--- config.mk ---
export PLATFORM = sky130hd
export DESIGN_NAME = csi2_delay_ctrl
export DESIGN_NICKNAME = d
export VERILOG_FILES = /design/src/rtl/csi2_delay_ctrl.sv
export SDC_FILE = /design/constraint.sdc
export NUM_CORES = 1
export LEC_CHECK = 0
export CORE_ASPECT_RATIO = 0.7
export CORE_UTILIZATION = 30
export DETAILED_ROUTE_END_ITERATION = 7
export PLACE_DENSITY = 0.55
export SLEW_MARGIN = 20
export SYNTH_ARGS = -nofsm -noshare
export SYNTH_HDL_FRONTEND = slang
export SYNTH_SLANG_ARGS = --single-unit
--- constraint.sdc ---
create_clock -name clk_i -period 5.33 [get_ports clk_i]
set_clock_uncertainty 0.15 [all_clocks]
set_input_delay 1.066 -clock clk_i [delete_from_list [all_inputs] [get_ports clk_i]]
set_output_delay 1.066 -clock clk_i [all_outputs]
set_load 0.05 [all_outputs]
--- src/rtl/csi2_delay_ctrl.sv ---
// csi2_delay_ctrl: sequences reprogramming of the CSI-2 RX per-lane input delay taps.
// On an activate strobe it snapshots the lane taps, gates the PHY off, loads each
// delay line in turn, waits for settling, then restores the PHY enable.
// Optional feature macro: CSI2_DELAY_CLEAR_STAT_EN (clear_stat_o pulses with done_o).
module csi2_delay_ctrl #(
    parameter int unsigned LANES         = 2,
    parameter int unsigned DELAY_W       = 5,
    parameter int unsigned DRAIN_CYCLES  = 8,
    parameter int unsigned SETTLE_CYCLES = 16
) (
    input  logic                       clk_i,
    input  logic                       rst_n_i,
    input  logic                       phy_enable_i,
    input  logic [LANES*DELAY_W-1:0]   lane_delay_i,
    input  logic                       delay_act_i,
    input  logic                       idelay_rdy_i,
    output logic [LANES*DELAY_W-1:0]   idelay_value_o,
    output logic [LANES-1:0]           idelay_load_o,
    output logic                       phy_en_o,
    output logic                       busy_o,
    output logic                       done_o,
    output logic                       clear_stat_o
);

    localparam int unsigned CntMax = (DRAIN_CYCLES > SETTLE_CYCLES) ? DRAIN_CYCLES
                                                                    : SETTLE_CYCLES;
    localparam int unsigned CntW   = $clog2(CntMax + 1);
    localparam int unsigned LaneW  = (LANES > 1) ? $clog2(LANES) : 1;

    typedef enum logic [2:0] {
        StIdle,
        StDrain,
        StSetup,
        StLoad,
        StSettle,
        StDone
    } state_e;

    state_e                      state_q, state_d;
    logic [CntW-1:0]             cnt_q, cnt_d;
    logic [LaneW-1:0]            lane_q, lane_d;
    logic [LANES*DELAY_W-1:0]    snap_q, snap_d;
    logic [LANES*DELAY_W-1:0]    value_q, value_d;
    logic                        pend_q, pend_d;
    logic                        phy_en_q;

    // State, snapshot, tap values and the 1-cycle-lagged PHY enable used while idle.
    always_ff @(posedge clk_i or negedge rst_n_i) begin
        if (!rst_n_i) begin
            state_q  <= StIdle;
            cnt_q    <= '0;
            lane_q   <= '0;
            snap_q   <= '0;
            value_q  <= '0;
            pend_q   <= 1'b0;
            phy_en_q <= 1'b0;
        end else begin
            state_q  <= state_d;
            cnt_q    <= cnt_d;
            lane_q   <= lane_d;
            snap_q   <= snap_d;
            value_q  <= value_d;
            pend_q   <= pend_d;
            phy_en_q <= phy_enable_i;
        end
    end

    // Next-state and output decode for the reprogramming sequence.
    always_comb begin
        state_d       = state_q;
        cnt_d         = cnt_q;
        lane_d        = lane_q;
        snap_d        = snap_q;
        value_d       = value_q;
        pend_d        = pend_q;
        idelay_load_o = '0;
        phy_en_o      = 1'b0;
        busy_o        = 1'b0;
        done_o        = 1'b0;

        // Any strobe outside IDLE (including DONE) collapses into one pending request.
        if (delay_act_i && (state_q != StIdle)) begin
            pend_d = 1'b1;
        end

        unique case (state_q)
            StIdle: begin
                phy_en_o = phy_en_q;
                if ((delay_act_i || pend_q) && idelay_rdy_i) begin
                    state_d = StDrain;
                    snap_d  = lane_delay_i;
                    pend_d  = 1'b0;
                    cnt_d   = CntW'(DRAIN_CYCLES - 1);
                end else if (delay_act_i) begin
                    pend_d = 1'b1;
                end
            end
            StDrain: begin
                busy_o = 1'b1;
                if (cnt_q == '0) begin
                    state_d = StSetup;
                    lane_d  = '0;
                end else begin
                    cnt_d = cnt_q - 1'b1;
                end
            end
            StSetup: begin
                busy_o = 1'b1;
                value_d[lane_q*DELAY_W +: DELAY_W] = snap_q[lane_q*DELAY_W +: DELAY_W];
                state_d = StLoad;
            end
            StLoad: begin
                busy_o                = 1'b1;
                idelay_load_o[lane_q] = 1'b1;
                if (lane_q == LaneW'(LANES - 1)) begin
                    state_d = StSettle;
                    cnt_d   = CntW'(SETTLE_CYCLES - 1);
                end else begin
                    lane_d  = lane_q + 1'b1;
                    state_d = StSetup;
                end
            end
            StSettle: begin
                busy_o = 1'b1;
                if (cnt_q == '0) begin
                    state_d = StDone;
                end else begin
                    cnt_d = cnt_q - 1'b1;
                end
            end
            StDone: begin
                done_o   = 1'b1;
                phy_en_o = phy_enable_i;
                state_d  = StIdle;
            end
            default: begin
                state_d = StIdle;
            end
        endcase
    end

    assign idelay_value_o = value_q;

`ifdef CSI2_DELAY_CLEAR_STAT_EN
    // Restart error/line/pixel statistics under the new taps.
    assign clear_stat_o = done_o;
`else
    assign clear_stat_o = 1'b0;
`endif

endmodule

==> results of run 1 <==
per-layer routing:
metal / wire length, um / track usage
met1: 1420 / 0.172
met2: 1390 / 0.211
met3: 154 / 0.0476
met4: 40 / 0.0571
met5: 0 / 0
state kept, by name, summed over array words and instances, names as in the netlist:
name / count
cnt_q: 5
phy_en_q: 1
pend_q: 1
idelay_value_o: 10
snap_q: 10
lane_q: 1
state_q: 3
final cells by class:
type	count	area, um2
multi-input cells	83	653
repair buffers	31	305
clock buffers	7	76.3
inverters	4	15.0
fillers	459	2620
flip-flops and latches	31	776
clock inverters	1	5.00
well taps	66	82.6
cells in the mapped netlist (2+ instances only):
cell type	number
o21ai_0	7
inv_1	4
nor2_1	11
a21o_1	2
a21oi_1	3
mux2_2	19
a211o_1	2
nand2b_1	2
ha_1	2
o21a_1	2
dfrtp_1	31
a22oi_1	2
buf_2	4
nand2_1	7
placed cells by master (no fill, tap or decap), types with 3 or more instances in the layout:
cell / Yosys / routed
o21ai_0: 7 / 7
nor2_1: 11 / 11
mux2_2: 19 / 19
clkbuf_8: 0 / 5
inv_1: 4 / 4
dfrtp_1: 31 / 31
a21oi_1: 3 / 3
clkdlybuf4s50_1: 0 / 29
nand2_1: 7 / 7
through the flow:
step | cell area (um2) | hold WS [ns] | util
global placement | 1830 | 0.313 | 0.404
finish | 1910 | 0.340 | 0.422
detailed placement | 1830 | 0.338 | 0.404
floorplan | 1470 | 0.302 | -
global route | 1910 | 0.365 | 0.422
CTS | 1910 | 0.353 | 0.422
worst paths after layout:
kind / end / depth (start not counted) / start / slack, ns
setup / recovery: phy_en_o / 4 / phy_enable_i / 1.55
hold / removal: snap_q[1] / 1 / snap_q[1] / 0.34
setup reg to reg: cnt_q[1] / 6 / cnt_q[0] / 3.26
hold reg to reg: snap_q[1] / 1 / snap_q[1] / 0.34
max in group asynchronous: idelay_value_o[0] / 2 / rst_n_i / 3.72
min in group asynchronous: snap_q[8] / 2 / rst_n_i / 1.02
power groups by stage:
stage	clock, mW	sequential, mW	combinational (mW)
6_report	0.173	0.403	0.403
5_1_grt	0.190	0.417	0.438
4_1_cts	0.180	0.402	0.406
3_5_place_dp	0	0.406	0.405
3_3_place_gp	0	0.398	0.397
2_1_floorplan	0	0.424	0.265
logic make-up (layout without fill, tap and decap cells):
family	after synthesis	count (layout)
flip-flops	31	31
other	1	1
AO/OA/AOI/OAI	25	25
AND/OR/NAND/NOR	33	33
multiplexers	21	21
XOR/XNOR	1	1
adder cells (fa/ha/maj)	2	2
buffers and inverters	9	43
worst max-delay path, delay by kind of cell:
kind            cells  cell delay (ns)
compound gates      1             0.13
buf+inv             2             1.31
simple gates        1             0.05
==> metrics.yaml, run 1 <==
crit_arrival_ns: 2.56
ys_ff_latch: 31
worstMarginPinSlew_ns: 0.506
die_h_um: 60.6
seq_power_share: 0.412
cts_setup_buffers: 0
clkPwrFrac: 0.177
synthSimpleGateAreaFrac: 0.142
netlist_area_mm2: 0.00147
fmax_mhz: 265
synth_cells: 123
cp_slowest_cell: "clkdlybuf4s50_1"
tns_ns: 0
slew_headroom: 0.663
gp_congestion: 0.754
groute.usage.overall: 0.134
grt_pass1_vias: 1070
synth_edf_count: 0
clk-insertion-delay-late_ns: 0.28
nNetsFinal: 173
drc: 0
overflow: 0
yosys.area_share.adder: 0.0170
drive_gt1_frac: 0.217
crit_chain: "clkdlybuf4s50_1, nand2_1, a21oi_1, clkdlybuf4s50_1"
io_buffers: 29
clkTransAtPathRegs_ns: 0.06
synth_cell_types: 39
ctsResizeCount: 0
hold_buffers: 0
post_synth.cell_area_avg_um2: 12.0
numClockSinks: 31
first_pass_iters: 4
syn_nets: 140
cp_max_fo: 2
async_flop_share: 1.00
swShare: 0.391
path_class: "in2out"
antenna_found_initial: 0
h-tree-depth: 2
detail-route-antenna-nets: 0
finalCriticalPeriod_ns: 3.78
power.switching_mw: 0.382
diodes: 0
fin_cells: 223
crit_required_ns: 4.11
finalCritPeriodShare: 0.709
vias: 1042
yosys-mux-area-fraction: 0.163
finalWorstSetupSlack_ns: 1.55
rsz0062_at_grt: "false"
area_growth_pct: 30.0
die_w_um: 85.7
status: "finished clean"
row_count: 20
grt_max_degree: 32
drv_cap: 0
fp.coreArea_mm2: 0.00453
ir_worst_vdd_v: 0.000244
synth_area_leaders: "dfrtp_1, mux2_2, nor2_1, o21ai_0, nand2_1"
max_stage_delay_ns: 0.83
total_power_mw: 0.978
synth_top_family_by_area: "multiplexers"
numCtsBuffers: 5
final_max_slew_viol_count: 0
synth_ff_type: "dfrtp_1"
hold_class: "reg2reg"
p_comb_frac: 0.412
grt_pass1_wl_mm: 5.18
seq_area_frac_synth: 0.527
wl_per_cell_um: 13.4
synth_area_leader_cell: "dfrtp_1"
p_int_mw: 0.596
dp.cells: 215
power.leakage_nw: 0.801
start_kind: "input pin"
synthXorXnorAreaFrac: 0.00595
start_util: 0.325
finalSetupViolCount: 0
cp-end-kind: "primary output"
cp_common_cell: "clkdlybuf4s50_1"
dp_slack_ns: 1.55
cts_tree: "done"
ios: 31
yosysTopAreaCellShare: 0.527
dpl.hpwl_mm: 2.22
clockBufferDepth: 2
routed_wl_mm: 3.00
vias_per_cell: 4.67
cts_root_buffer: "clkbuf_8"
final_hold_viol_count: 0
p_per_area_mw_per_mm2: 511
drt_iter0_drc: 46
synth-compound-area-share: 0.113
ys_warn_count: 0
die_area_mm2: 0.00519
(Power assumes the default switching activity.)
==> inputs of run 2 (changes only) <==
- PLACE_DENSITY: 0.55 -> 0.57
- clock period: 5.33 -> 3.13 ns (I/O delays scaled with it)
==> run 2 against run 1 <==
Global-route usage down 0.14 points. Core utilization up 0.36 points. Cell count unchanged. Sequential power up 69%. Critical endpoint is now idelay_load_o[0].
==> metrics.yaml, run 2 (synthesis gave the netlist of run 1 again) <==
final_max_slew_viol_count: 0  # unchanged
final_hold_viol_count: 0  # unchanged
hold_buffers: 0  # unchanged
drc: 0  # unchanged
grt_pass1_wl_mm: 5.06  # was 5.18 mm
detail-route-antenna-nets: 0  # unchanged
routed_wl_mm: 2.98  # was 3.00 mm
cp_max_fo: 13  # was 2
vias_per_cell: 4.66  # was 4.67
power.leakage_nw: 0.812  # was 0.801 nW
p_per_area_mw_per_mm2: 885  # was 511 mW/mm2
min_path_cells: 1  # unchanged
grt_use_met2: 0.193  # was 0.211
grt_max_degree: 32  # unchanged
nNetsFinal: 173  # unchanged
ff_latch_area_um2: 776  # unchanged
area_growth_pct: 31.1  # was 30.0%
cts_setup_buffers: 0  # unchanged
cp-end-kind: "primary output"  # unchanged
diodes: 0  # unchanged
path_class: "reg2out"  # was in2out
first_pass_iters: 4  # unchanged
start_util: 0.325  # unchanged
fp.coreArea_mm2: 0.00453  # unchanged
die_w_um: 85.7  # unchanged
grt-busiest-layer: "met2"  # unchanged
fill_cells: 419  # was 459
finalCriticalPeriod_ns: 2.96
gr-usage-met1: 0.183  # was 0.172
antenna_found_initial: 0  # unchanged
cts_tree: "done"  # unchanged
die_h_um: 60.6  # unchanged
ir_worst_vdd_v: 0.000405  # was 0.000244 V
r2r_cells: 6  # unchanged
drv_cap: 0  # unchanged
clk-insertion-delay-late_ns: 0.28  # about the same
crit_required_ns: 2.35  # was 4.11 ns
layout_common_cells: "dfrtp_1, clkdlybuf4s50_1, mux2_2"  # unchanged
drt_iter0_drc: 82  # was 46
status: "finished clean"  # unchanged
numCtsBuffers: 5  # unchanged
crit_arrival_ns: 2.19  # was 2.56 ns
tns_ns: 0  # unchanged
finalCritPeriodShare: 0.947
gp_congestion: 0.824  # was 0.754
worstMarginPinSlew_ns: 0.512  # was 0.506 ns
grtUsageMet3: 0.0449  # was 0.0476
layout_commonest_cell: "dfrtp_1"  # unchanged
die_area_mm2: 0.00519  # unchanged
hold_class: "reg2reg"  # unchanged
row_count: 20  # unchanged
wl_per_cell_um: 13.4  # about the same
h-tree-depth: 2  # unchanged
clockBufferDepth: 2  # unchanged
finalSetupViolCount: 0  # unchanged
drive_gt1_frac: 0.229  # was 0.217
io_buffers: 29  # unchanged
slew_headroom: 0.658  # was 0.663
clkTransAtPathRegs_ns: 0.06  # about the same
rsz0062_at_grt: "false"  # unchanged
start_kind: "flop"  # was input pin
total_power_mw: 1.71  # was 0.978 mW
cts_root_buffer: "clkbuf_8"  # unchanged
vias: 1040  # was 1042
ctsResizeCount: 0  # unchanged
numClockSinks: 31  # unchanged
dpl.hpwl_mm: 2.21  # was 2.22 mm
overflow: 0  # unchanged
grt_pass1_vias: 1040  # was 1070
groute.usage.overall: 0.133  # was 0.134
fmax_mhz: 337
multi_input_area_um2: 653  # unchanged
ios: 31  # unchanged
## run 2: cell types whose count changed in the layout (fill, tap and decap cells not counted)
cell / before / now
buf_4: 2 / 3
clkbuf_1: 2 / 1
clkbuf_8: 5 / 7
clkdlybuf4s50_1: 29 / 28
clkinv_2: 1 / 0
## run 2: final timing paths
| check | endpoint | slack [ns] | startpoint |
|---|---|---|---|
| worst max-delay path | idelay_load_o[0] | 0.17 | state_q[0] |
| worst min-delay path | snap_q[1] | 0.33 | snap_q[1] |
| worst max register to register | cnt_q[1] | 1.06 | cnt_q[0] |
| worst min register to register | snap_q[1] | 0.33 | snap_q[1] |
| max in group asynchronous | snap_q[3] | 1.95 | rst_n_i |
| min in group asynchronous | snap_q[6] | 0.59 | rst_n_i |
## run 2: power breakdown
group / total [mW] / internal [mW] / leakage, nW / switching, mW
registers: 0.682 / 0.545 / 0.381 / 0.137
clock network: 0.338 / 0.200 / 0.0515 / 0.137
logic: 0.689 / 0.313 / 0.379 / 0.376
## run 2: per-layer routing
layer / wire (um) / share of wire
met1: 1520 / 0.51
met2: 1300 / 0.44
met3: 147 / 0.049
met4: 17 / 0.0057
met5: 0 / 0
## run 2: cell type report
type | count | area share
sequential | 31 | 0.402
multi-input combinational | 83 | 0.339
timing repair buffer | 31 | 0.157
clock buffer | 8 | 0.0519
tap | 66 | 0.0428
inverter | 4 | 0.00778
## run 2: critical path, stage by stage, from the launching register on
cell	delay (ns)
dfrtp_1	0.59
nor2b_1	0.28
nand2_1	0.10
nor2_1	0.12
clkdlybuf4s50_1	0.81
## run 2: through the flow
stage | utilization | instance area (um2) | hold slack (ns) | setup WS [ns] | instances
detailed placement | 0.404 | 1830 | 0.325 | 0.459 | 215
floorplan | - | 1470 | 0.180 | 0.791 | 123
CTS | 0.426 | 1930 | 0.340 | 0.150 | 223
global placement | 0.404 | 1830 | 0.311 | 0.528 | 215
finish | 0.426 | 1930 | 0.332 | 0.166 | 223
global route | 0.426 | 1930 | 0.350 | 0.0574 | 223
==> inputs of run 3 (changes only) <==
- DONT_BUFFER_PORTS: not set -> 1
- PLACE_DENSITY: 0.57 -> 0.48
==> run 3 against run 2 <==
Die area unchanged. Combinational power down 26%. Critical path depth unchanged. Largest power group is now sequential cells. Highest routed layer unchanged.
==> metrics.yaml, run 3 (synthesis gave the netlist of run 1 again) <==
cp_slowest_cell: "dfrtp_1"  # was clkdlybuf4s50_1
total_power_mw: 1.71  # about the same
ir_worst_vdd_v: 0.000347  # was 0.000405 V
fmax_mhz: 419  # was 337 MHz
groute.usage.overall: 0.135  # was 0.133
die_w_um: 85.7  # unchanged
gp_congestion: 0.750  # was 0.824
grt_pass1_wl_mm: 5.07  # was 5.06 mm
finalWorstSetupSlack_ns: 0.744  # was 0.166 ns
clkTransAtPathRegs_ns: 0.07  # was 0.06 ns
detail-route-antenna-nets: 0  # unchanged
grt_max_degree: 32  # unchanged
wl_per_cell_um: 14.9  # was 13.4 um
start_util: 0.325  # unchanged
stdcell_area_mm2: 0.00170  # was 0.00193 mm2
area_growth_pct: 15.6  # was 31.1%
crit-reg2reg-capture: "snap_q[4]"  # was cnt_q[1]
rsz0062_at_grt: "false"  # unchanged
drt_iter0_drc: 20  # was 82
dp.cells: 189  # was 215
final_max_slew_viol_count: 0  # unchanged
drive_gt1_frac: 0.303  # was 0.229
layout_commonest_cell: "dfrtp_1"  # unchanged
crit_chain: "nor2b_1, nand2_1, nor2_1, buf_4"  # was nor2b_1, nand2_1, nor2_1, clkdlybuf4s50_1
die_area_mm2: 0.00519  # unchanged
fill_cells: 454  # was 419
fin_cells: 198  # was 223
finalCritPeriodShare: 0.762  # was 0.947
cp_max_fo: 13  # unchanged
clockBufferDepth: 2  # unchanged
routed_wl_mm: 2.94  # was 2.98 mm
dp_slack_ns: 0.820  # was 0.459 ns
hold_class: "in2async"  # was reg2reg
crit_arrival_ns: 1.61  # was 2.19 ns
overflow: 0  # unchanged
r2r_cells: 3  # was 6
nNetsFinal: 148  # was 173
finalSetupViolCount: 0  # unchanged
hold_slack_ns: 0.00597  # was 0.332 ns
layout_common_cells: "dfrtp_1, mux2_2, nor2_1"  # was dfrtp_1, clkdlybuf4s50_1, mux2_2
cts_tree: "done"  # unchanged
power.leakage_nw: 0.737  # was 0.812 nW
numClockSinks: 31  # unchanged
finalCriticalPeriod_ns: 2.39  # was 2.96 ns
reg2reg_setup_slack_ns: 0.92  # was 1.06 ns
clk-insertion-delay-late_ns: 0.29  # was 0.28 ns
antenna_found_initial: 0  # unchanged
diodes: 0  # unchanged
first_pass_iters: 4  # unchanged
startpoint: "state_q[0]"  # unchanged
cts_root_buffer: "clkbuf_8"  # unchanged
ctsResizeCount: 0  # unchanged
tns_ns: 0  # unchanged
status: "finished clean"  # unchanged
row_count: 20  # unchanged
p_per_area_mw_per_mm2: 1000  # was 885 mW/mm2
vias: 953  # was 1040
die_h_um: 60.6  # unchanged
final_hold_viol_count: 0  # unchanged
r2r_start: "state_q[0]"  # was cnt_q[0]
vias_per_cell: 4.81  # was 4.66
numCtsBuffers: 5  # unchanged
dpl.hpwl_mm: 2.13  # was 2.21 mm
drc: 0  # unchanged
max_stage_delay_ns: 0.63  # was 0.81 ns
io_buffers: 0  # was 29
fp.coreArea_mm2: 0.00453  # unchanged
slew_headroom: 0.475  # was 0.658
start_kind: "flop"  # unchanged
grt_pass1_vias: 1021  # was 1040
final_util: 0.376  # was 0.426
worstMarginPinSlew_ns: 0.781  # was 0.512 ns
ios: 31  # unchanged
crit_required_ns: 2.35  # about the same
cp-end-kind: "primary output"  # unchanged
path_class: "reg2out"  # unchanged
h-tree-depth: 2  # unchanged
drv_cap: 0  # unchanged
dpl_cell_area_mm2: 0.00156  # was 0.00183 mm2
## run 3: changes by cell type in the layout (fill, tap and decap cells not counted)
cell,before,now
clkdlybuf4s50_1,28,0
buf_4,3,5
buf_12,0,1
bufinv_16,0,1
clkbuf_1,1,0
clkbuf_8,7,6
clkinv_2,0,1
## run 3: worst max-delay path, delay by kind of cell (launching register included)
family / cells / cell delay, ns
and+or+nand+nor: 3 / 0.48
DFF: 1 / 0.63
buffers and inverters: 1 / 0.21
## run 3: power breakdown
group | switching [mW] | internal, mW | leakage (nW) | total (mW)
registers | 0.239 | 0.543 | 0.381 | 0.782
clock network | 0.153 | 0.257 | 0.0612 | 0.411
logic | 0.263 | 0.250 | 0.294 | 0.513
## run 3: timing repair
action                                 CTS  global route
endpoints found under the hold margin   31             0
hold buffers                             1             0
setup buffers                            0             0
## run 3: cell type report
class | instances | area [um2] | share of cell area
clock inverter | 2 | 35.0 | 0.0206
multi-input combinational | 83 | 653 | 0.384
timing repair buffer | 6 | 57.6 | 0.0338
sequential | 31 | 776 | 0.456
tap | 66 | 82.6 | 0.0485
inverter | 4 | 15.0 | 0.00882
clock buffer | 6 | 82.6 | 0.0485
## run 3: metal layers
layer / track usage / wire length (um) / vias up
met2: 0.193 / 1210 / 28
li1: - / - / 457
met1: 0.179 / 1460 / 464
met5: 0 / 0 / -
met4: 0.0643 / 48 / 0
met3: 0.0585 / 223 / 4
## run 3: worst max path at each step
stage	to	slack, ns	cells after the start
finish	idelay_load_o[0]	0.74	4
global route	idelay_load_o[0]	0.54	4
CTS	idelay_load_o[0]	0.74	4
detailed placement	snap_q[6]	0.82	4
global placement	snap_q[6]	0.90	4
floorplan	phy_en_o	0.79	4
